==> src/rtl/pipeline_ctrl_pkg.sv <==
// Shared encodings for the pipeline hazard/stall controller: FSM states,
// per-stage stall vectors and stage bit positions.
package pipeline_ctrl_pkg;

  typedef enum logic [1:0] {
    ST_RUN      = 2'd0,
    ST_MDU_WAIT = 2'd1,
    ST_MEM_WAIT = 2'd2
  } state_e;

  localparam int CNT_W = 6;

  // Stage bit positions in the stall vector
  localparam int STG_PC  = 0;
  localparam int STG_IF  = 1;
  localparam int STG_ID  = 2;
  localparam int STG_EX  = 3;
  localparam int STG_MEM = 4;
  localparam int STG_WB  = 5;

  localparam logic [5:0] STALL_NONE     = 6'b000000;
  localparam logic [5:0] STALL_LOAD_USE = 6'b000111;
  localparam logic [5:0] STALL_MDU      = 6'b001111;
  localparam logic [5:0] STALL_MEM      = 6'b011111;

endpackage

==> src/rtl/pipeline_ctrl_hazard_detect.sv <==
// Load-use hazard compare between the load in EX and the ID source operands.
// Purely combinational; register 0 never hazards.
module hazard_detect (
  input  logic       i_ex_load,
  input  logic [4:0] i_ex_write_addr,
  input  logic       i_id_read_en_1,
  input  logic [4:0] i_id_read_addr_1,
  input  logic       i_id_read_en_2,
  input  logic [4:0] i_id_read_addr_2,
  output logic       o_load_use
);

  logic w_hit_1;
  logic w_hit_2;

  assign w_hit_1    = i_id_read_en_1 && (i_id_read_addr_1 == i_ex_write_addr);
  assign w_hit_2    = i_id_read_en_2 && (i_id_read_addr_2 == i_ex_write_addr);
  assign o_load_use = i_ex_load && (i_ex_write_addr != 5'd0) && (w_hit_1 || w_hit_2);

endmodule

==> src/rtl/pipeline_ctrl.sv <==
// Pipeline stall/flush controller: MDU wait, memory wait and load-use stalls.
// Define PIPELINE_CTRL_PERF_EN to build the saturating stall-cycle counter.
module pipeline_ctrl
  import pipeline_ctrl_pkg::*;
#(
  parameter int MDU_LATENCY = 32,
  parameter int STAGE_NUM   = 6
) (
  input  logic                 clk,
  input  logic                 rst,
  input  logic                 ex_load,
  input  logic [4:0]           ex_write_addr,
  input  logic                 id_read_en_1,
  input  logic                 id_read_en_2,
  input  logic [4:0]           id_read_addr_1,
  input  logic [4:0]           id_read_addr_2,
  input  logic                 id_mdu_start,
  input  logic                 mem_stall_req,
  input  logic                 branch_taken,
  output logic [STAGE_NUM-1:0] stall,
  output logic                 flush,
  output logic                 mdu_busy,
  output logic [31:0]          stall_cycles
);

  // The start cycle itself is stalled in RUN, so MDU_WAIT counts one fewer.
  localparam logic [CNT_W-1:0] CNT_LOAD = CNT_W'(MDU_LATENCY - 2);

  state_e           r_state, w_nxt_state;
  state_e           r_prior, w_nxt_prior;
  logic [CNT_W-1:0] r_cnt, w_nxt_cnt;
  logic [5:0]       w_stall;
  logic             w_load_use;

  hazard_detect u_hazard (
    .i_ex_load        (ex_load),
    .i_ex_write_addr  (ex_write_addr),
    .i_id_read_en_1   (id_read_en_1),
    .i_id_read_addr_1 (id_read_addr_1),
    .i_id_read_en_2   (id_read_en_2),
    .i_id_read_addr_2 (id_read_addr_2),
    .o_load_use       (w_load_use)
  );

  always_ff @(posedge clk or negedge rst) begin
    if (!rst) begin
      r_state <= ST_RUN;
      r_prior <= ST_RUN;
      r_cnt   <= '0;
    end else begin
      r_state <= w_nxt_state;
      r_prior <= w_nxt_prior;
      r_cnt   <= w_nxt_cnt;
    end
  end

  always_comb begin
    w_nxt_state = r_state;
    w_nxt_prior = r_prior;
    w_nxt_cnt   = r_cnt;
    w_stall     = STALL_NONE;

    if (r_state == ST_MEM_WAIT || mem_stall_req)
      w_stall = STALL_MEM;
    else if (r_state == ST_MDU_WAIT || (r_state == ST_RUN && id_mdu_start))
      w_stall = STALL_MDU;
    else if (w_load_use)
      w_stall = STALL_LOAD_USE;

    case (r_state)
      ST_RUN: begin
        if (mem_stall_req) begin
          w_nxt_state = ST_MEM_WAIT;
          w_nxt_prior = ST_RUN;
        end else if (id_mdu_start) begin
          w_nxt_state = ST_MDU_WAIT;
          w_nxt_cnt   = CNT_LOAD;
        end
      end
      ST_MDU_WAIT: begin
        // A memory wait parks the MDU countdown; cnt resumes on return.
        if (mem_stall_req) begin
          w_nxt_state = ST_MEM_WAIT;
          w_nxt_prior = ST_MDU_WAIT;
        end else if (r_cnt == '0) begin
          w_nxt_state = ST_RUN;
        end else begin
          w_nxt_cnt = r_cnt - 1'b1;
        end
      end
      ST_MEM_WAIT: begin
        if (!mem_stall_req) w_nxt_state = r_prior;
      end
      default: w_nxt_state = ST_RUN;
    endcase
  end

  assign stall    = STAGE_NUM'(w_stall);
  assign flush    = branch_taken && !stall[STG_ID];
  assign mdu_busy = (r_state == ST_MDU_WAIT);

`ifdef PIPELINE_CTRL_PERF_EN
  logic [31:0] r_stall_cycles;

  always_ff @(posedge clk or negedge rst) begin
    if (!rst)
      r_stall_cycles <= '0;
    else if (stall[STG_PC] && (r_stall_cycles != 32'hFFFF_FFFF))
      r_stall_cycles <= r_stall_cycles + 32'd1;
  end

  assign stall_cycles = r_stall_cycles;
`else
  assign stall_cycles = '0;
`endif

endmodule

==> config.mk <==
export PLATFORM = sky130hd
export DESIGN_NAME = pipeline_ctrl
export DESIGN_NICKNAME = d
export VERILOG_FILES = /design/src/rtl/pipeline_ctrl_pkg.sv /design/src/rtl/pipeline_ctrl_hazard_detect.sv /design/src/rtl/pipeline_ctrl.sv
export SDC_FILE = /design/constraint.sdc
export NUM_CORES = 1
export LEC_CHECK = 0
export CAP_MARGIN = 20
export CORE_UTILIZATION = 39
export DETAILED_ROUTE_END_ITERATION = 12
export DONT_BUFFER_PORTS = 1
export PLACE_DENSITY = 0.51
export SYNTH_ARGS = -nofsm -noshare
export SYNTH_HDL_FRONTEND = slang
export SYNTH_SLANG_ARGS = --single-unit
==> constraint.sdc <==
create_clock -name clk -period 2.7 [get_ports clk]
set_input_delay 0.675 -clock clk [delete_from_list [all_inputs] [get_ports clk]]
set_output_delay 0.675 -clock clk [all_outputs]
set_load 0.005 [all_outputs]
* Word-level counts from Yosys, hierarchy flattened
Cells that the tools add are included.
Word-level totals: word-level logic and storage cells 51, flip-flop bits (word level) 10, input port bits 23
Cells by class: reductions and logical operators 17, equal/unequal tests 13, add/subtract/negate cells 1, muxes and demuxes 17
Operators by type and width (count):
- two-way mux 6 bit | 5
- two-way mux 2 bit | 7
- != test 2 bit, second input constant | 7
- one-hot mux 6 bit (2 select lines) | 1
- == test 5 bit | 2
- logical AND 1 bit | 6
- zero test 6 bit | 1
- one-hot mux 2 bit (3 select lines) | 1
- AND reduction 3 bit | 2
- subtractor 6 x 1 -> 6 bit, second input constant | 1
- AND reduction 5 bit | 1
- nonzero test 5 bit | 1
- two-way mux 4 bit | 1
- one-hot mux 2 bit (2 select lines) | 1
- logical OR 1 bit | 3
- two-way mux 3 bit | 1
- != test 3 x 2 -> 1 bit, second input constant | 1
- != test 3 bit, second input constant | 1
- == test 2 x 1 -> 1 bit, second input constant | 1
- == test 2 bit, second input constant | 1
- zero test 2 bit | 1
- nonzero test 2 bit | 1
- zero test 1 bit | 1

* Depth between registers and ports, before layout
word-level depth 9, depth in mapped cells 6

* Hierarchy
From an unflattened synthesis, not the netlist that was laid out.
Second synthesis, totals: cells, all modules 111, area, all modules 929.6 um^2
Modules (own cells, without submodules):
- pipeline_ctrl | cells an instance 94, times used 1, area an instance 795.8 um^2, seq. area each 225.2 um^2
- hazard_detect | cells an instance 17, times used 1, area an instance 133.9 um^2, seq. area each 0.0 um^2

* Worst setup path before layout
Ideal clock, no wire load.
path kind input to output, start point input port ex_write_addr[1], end point output port stall[1], path buffers 1, stages 4, path slack 323 ps, arrival 1702 ps, cell sequence or4_1 o21ai_0 o21ai_0 buf_4
Between the ends: cells in the longest elaborated chain, start to end 7, elaborated cells on any way between the ends 11, classes of those cells 2 x eq/ne; 3 x mux; 6 x reduce/logical
RTL lines:
- start: declaration | line pipeline_ctrl.sv:12 | input logic [4:0] ex_write_addr,
- == test 5 bit (on tied branches) | line pipeline_ctrl_hazard_detect.sv:16, pipeline_ctrl_hazard_detect.sv:17
- logical AND 1 bit (on tied branches) | line pipeline_ctrl_hazard_detect.sv:16, pipeline_ctrl_hazard_detect.sv:17
- logical OR 1 bit | line pipeline_ctrl_hazard_detect.sv:18 | assign o_load_use = i_ex_load && (i_ex_write_addr != 5'd0) && (w_hit_1 || w_hit_2);
- logical AND 1 bit (*) | line pipeline_ctrl_hazard_detect.sv:18
- two-way mux 3 bit (*) | line pipeline_ctrl.sv:67 | else if (w_load_use)
- two-way mux 4 bit (*) | line pipeline_ctrl.sv:65 | else if (r_state == ST_MDU_WAIT || (r_state == ST_RUN && id_mdu_start))
- two-way mux 6 bit (*) | line pipeline_ctrl.sv:63 | if (r_state == ST_MEM_WAIT || mem_stall_req)
- end: declaration | line pipeline_ctrl.sv:20 | output logic [STAGE_NUM-1:0] stall,
Mark *: on every way between the ends. The rest lies on a longest branch, timed or not.

* Worst setup path in the final report
start point input port ex_write_addr[1], end point output port stall[2]
Same word-level chain as after synthesis.

==> results.txt <==
Leak pwr = 0.3958 nW
Count of unique library cells instantiated by Yosys = 33
Status = finished, final reports clean
EDFF count, synth = 0
Setup bufs post-CTS = 0
Worst reg-to-reg setup slack = 900 ps
H-tree depth = 1
Crit-path max cell delay = 500 ps
Pre-CTS setup slack = 366.6 ps
Pwr dens = 444.9 mW/mm²
Largest net degree at the start of global routing = 13
CTS Root Cell = clkbuf_4
Starting Density = 42.13%
Vias in the first global route = 549
Clock power frac = 27.5%
Max frequency = 0.4289 GHz
Num ports = 63
Clock sink total = 9
Logic pwr share = 26.0%
Final clock period utilization by the worst path = 86.35%
Hold_buf cts = 0
CTS tree = yes
Most frequent cells in the layout = conb_1 (33), dfrtp_1 (9), xor2_1 (8), inv_1 (7), nor2_1 (6)
Worst setup EP type = output port
Final wirelength = 1.472 mm
Asr flop ratio synth = 100.0%
Detail Placement HPWL = 1.209 mm
ANT cells = 0
Startpoint types = primary input
Final hold viol count = 0
Drt wl/cell = 10.44 µm
Seq pwr share = 46.5%
Placed insts = 137
Fraction of layout cells with a size suffix above 1 = 6.195%
Cell row count = 17
Gpl congestion = 0.7978
Post-cts resize count = 0
CTS max path bufs = 2
Sequential cell area = 225.2 µm²
Required time worst endpoint = 2030 ps
CP Max Fanout = 3
Synth Area per Inst = 8.327 µm²
Sequential share of the synthesized area = 23.94%
Max-cap viol count = 0
Die X = 51.12 µm
VDD IR max = 0.2114 mV
HP Class = primary input to asynchronous set/reset pin
Final #Nets = 139
Post-route insts no fill = 141
Total clock buffers created by CTS = 3
RR Startpoint = r_cnt[0]
Tot GR Track Use = 12.41%
Die footprint = 0.002613 mm²
Final Max Slew Viols = 0
Fill cell count = 237
Core Area = 0.002233 mm²
Worst reg2reg path depth = 6
Setup Crit Path Kind = primary input to output port
Area of the multi-input gates = 538.0 µm²
Slew @ Worst Pin = 570.1 ps
Slew HR = 61.59%
First-pass iteration count of the detailed router = 2
Worst R2R End = r_cnt[5]
Total Neg Setup Slack = 0 ps
Top_reg_cell synth = dfrtp_1
CP arrival = 1660 ps
Mapped Area = 940.9 µm²
DRC errors left = 0
Worst path most repeated cell = o21ai_0
Setup-failing EPs final = 0
Cells after Synth = 113
PortBufs = 0
Die height = 51.12 µm
Post-DRT Antenna Nets = 0
Leading cell type in the layout, fill and taps excluded = conb_1
Layout area overhead = -8.644%
DRT iter0 DRCs = 11
Synth Register Bits = 9
RSZ-0062 raised after global routing = no
Synth Warn # = 0
Initial antenna violation count = 0
Via-to-Cell Ratio = 4.582
Clock-pin slew on the worst setup and hold paths = 70 ps
Grt total ovfl = 0
Slowest CP cell = or4_1
Min Tclk post-route = 2332 ps
First-pass GRT wire length = 2.442 mm
Net switching power = 130.1 µW
Clock skew after layout = 2.423 ps
Worst-Skew Late Latency = 260 ps
Switching share of total power = 34.02%
Via count = 646
PnR worst setup slack = 368.4 ps
P_int = 252.3 µW
Crit-path cells = or4_1 > o21ai_0 > o21ai_0 > buf_4
## sequential cells by signal, indices dropped and copies added (netlist names)
signal,count
r_cnt,6
r_prior,1
r_state,2
## worst max-delay path, delay by kind of cell
family                 cells  cell delay (ps)
AOI/OAI and AO/OA          2              330
buffers and inverters      1              160
and+or+nand+nor            1              500
## cell families after synthesis
logic type | synth area share, %
buffers and inverters | 31.65
and+or+nand+nor | 14.89
muxes | 1.064
adders and majority gates | 2.659
AOI/OAI and AO/OA | 16.09
other | 0.3986
xor gates and xnor gates | 9.309
DFF | 23.94
## routing by layer
| layer | part of all wire, % | GRT usage, % | up-vias |
|---|---|---|---|
| li1 | - | - | 321 |
| met1 | 44 | 16.64 | 286 |
| met2 | 46 | 18.86 | 39 |
| met3 | 9.2 | 4.464 | 0 |
| met4 | 0 | 2.778 | 0 |
| met5 | 0 | 0 | - |
## power by group through the flow
stage | clock network (mW) | registers (mW) | logic (mW)
after detailed placement | 0 | 0.180 | 0.0986
after floorplan | 0 | 0.170 | 0.128
after global routing | 0.116 | 0.181 | 0.117
final | 0.105 | 0.178 | 0.0993
after global placement | 0 | 0.179 | 0.0975
after CTS | 0.110 | 0.177 | 0.0995
## through the flow
stage	instance area, µm²	power, mW	util [%]	hold slack, ps
4_1_cts	859.6	0.3869	38.49	90.65
3_3_place_gp	832.0	0.2765	37.25	379.7
3_5_place_dp	832.0	0.2781	37.25	379.7
5_1_grt	859.6	0.4148	38.49	86.51
6_report	859.6	0.3824	38.49	101.1
2_1_floorplan	1061	0.2979	-	379.4
## cell type report
| cell class | count | area share (%) |
|---|---|---|
| clock buffer | 3 | 2.620 |
| clock inverter | 1 | 0.5822 |
| inverter | 7 | 3.057 |
| multi-input combinational | 92 | 62.59 |
| sequential | 9 | 26.20 |
| tap | 28 | 4.076 |
| timing repair buffer | 1 | 0.8734 |
## cells in the mapped netlist (2+ instances only)
library cell  number  area, µm²
nor2_1             6      22.52
nand2_1            3      11.26
nand3_1            2      10.01
buf_4             35      262.8
inv_1              7      26.28
ha_1               2      25.02
o21ai_0            5      25.02
or4_1              3      22.52
xor2_1             8      70.07
dfrtp_1            9      225.2
o41ai_1            2      17.52
o31ai_1            2      15.01
xnor2_1            2      17.52
nor3_1             3      15.01
a21oi_1            5      25.02
nor4_1             2      12.51
## worst max-delay path by stage
stage / from / endpoint / slack [ps] / depth (start not counted)
after floorplan: ex_write_addr[1] / stall[1] / 320 / 4
after global placement: ex_write_addr[1] / stall[2] / 380 / 4
after detailed placement: ex_write_addr[1] / stall[2] / 370 / 4
after CTS: ex_write_addr[1] / stall[2] / 370 / 4
after global routing: ex_write_addr[4] / stall[1] / 220 / 5
final: ex_write_addr[1] / stall[2] / 370 / 4
Power figures use the tool's default switching activity.
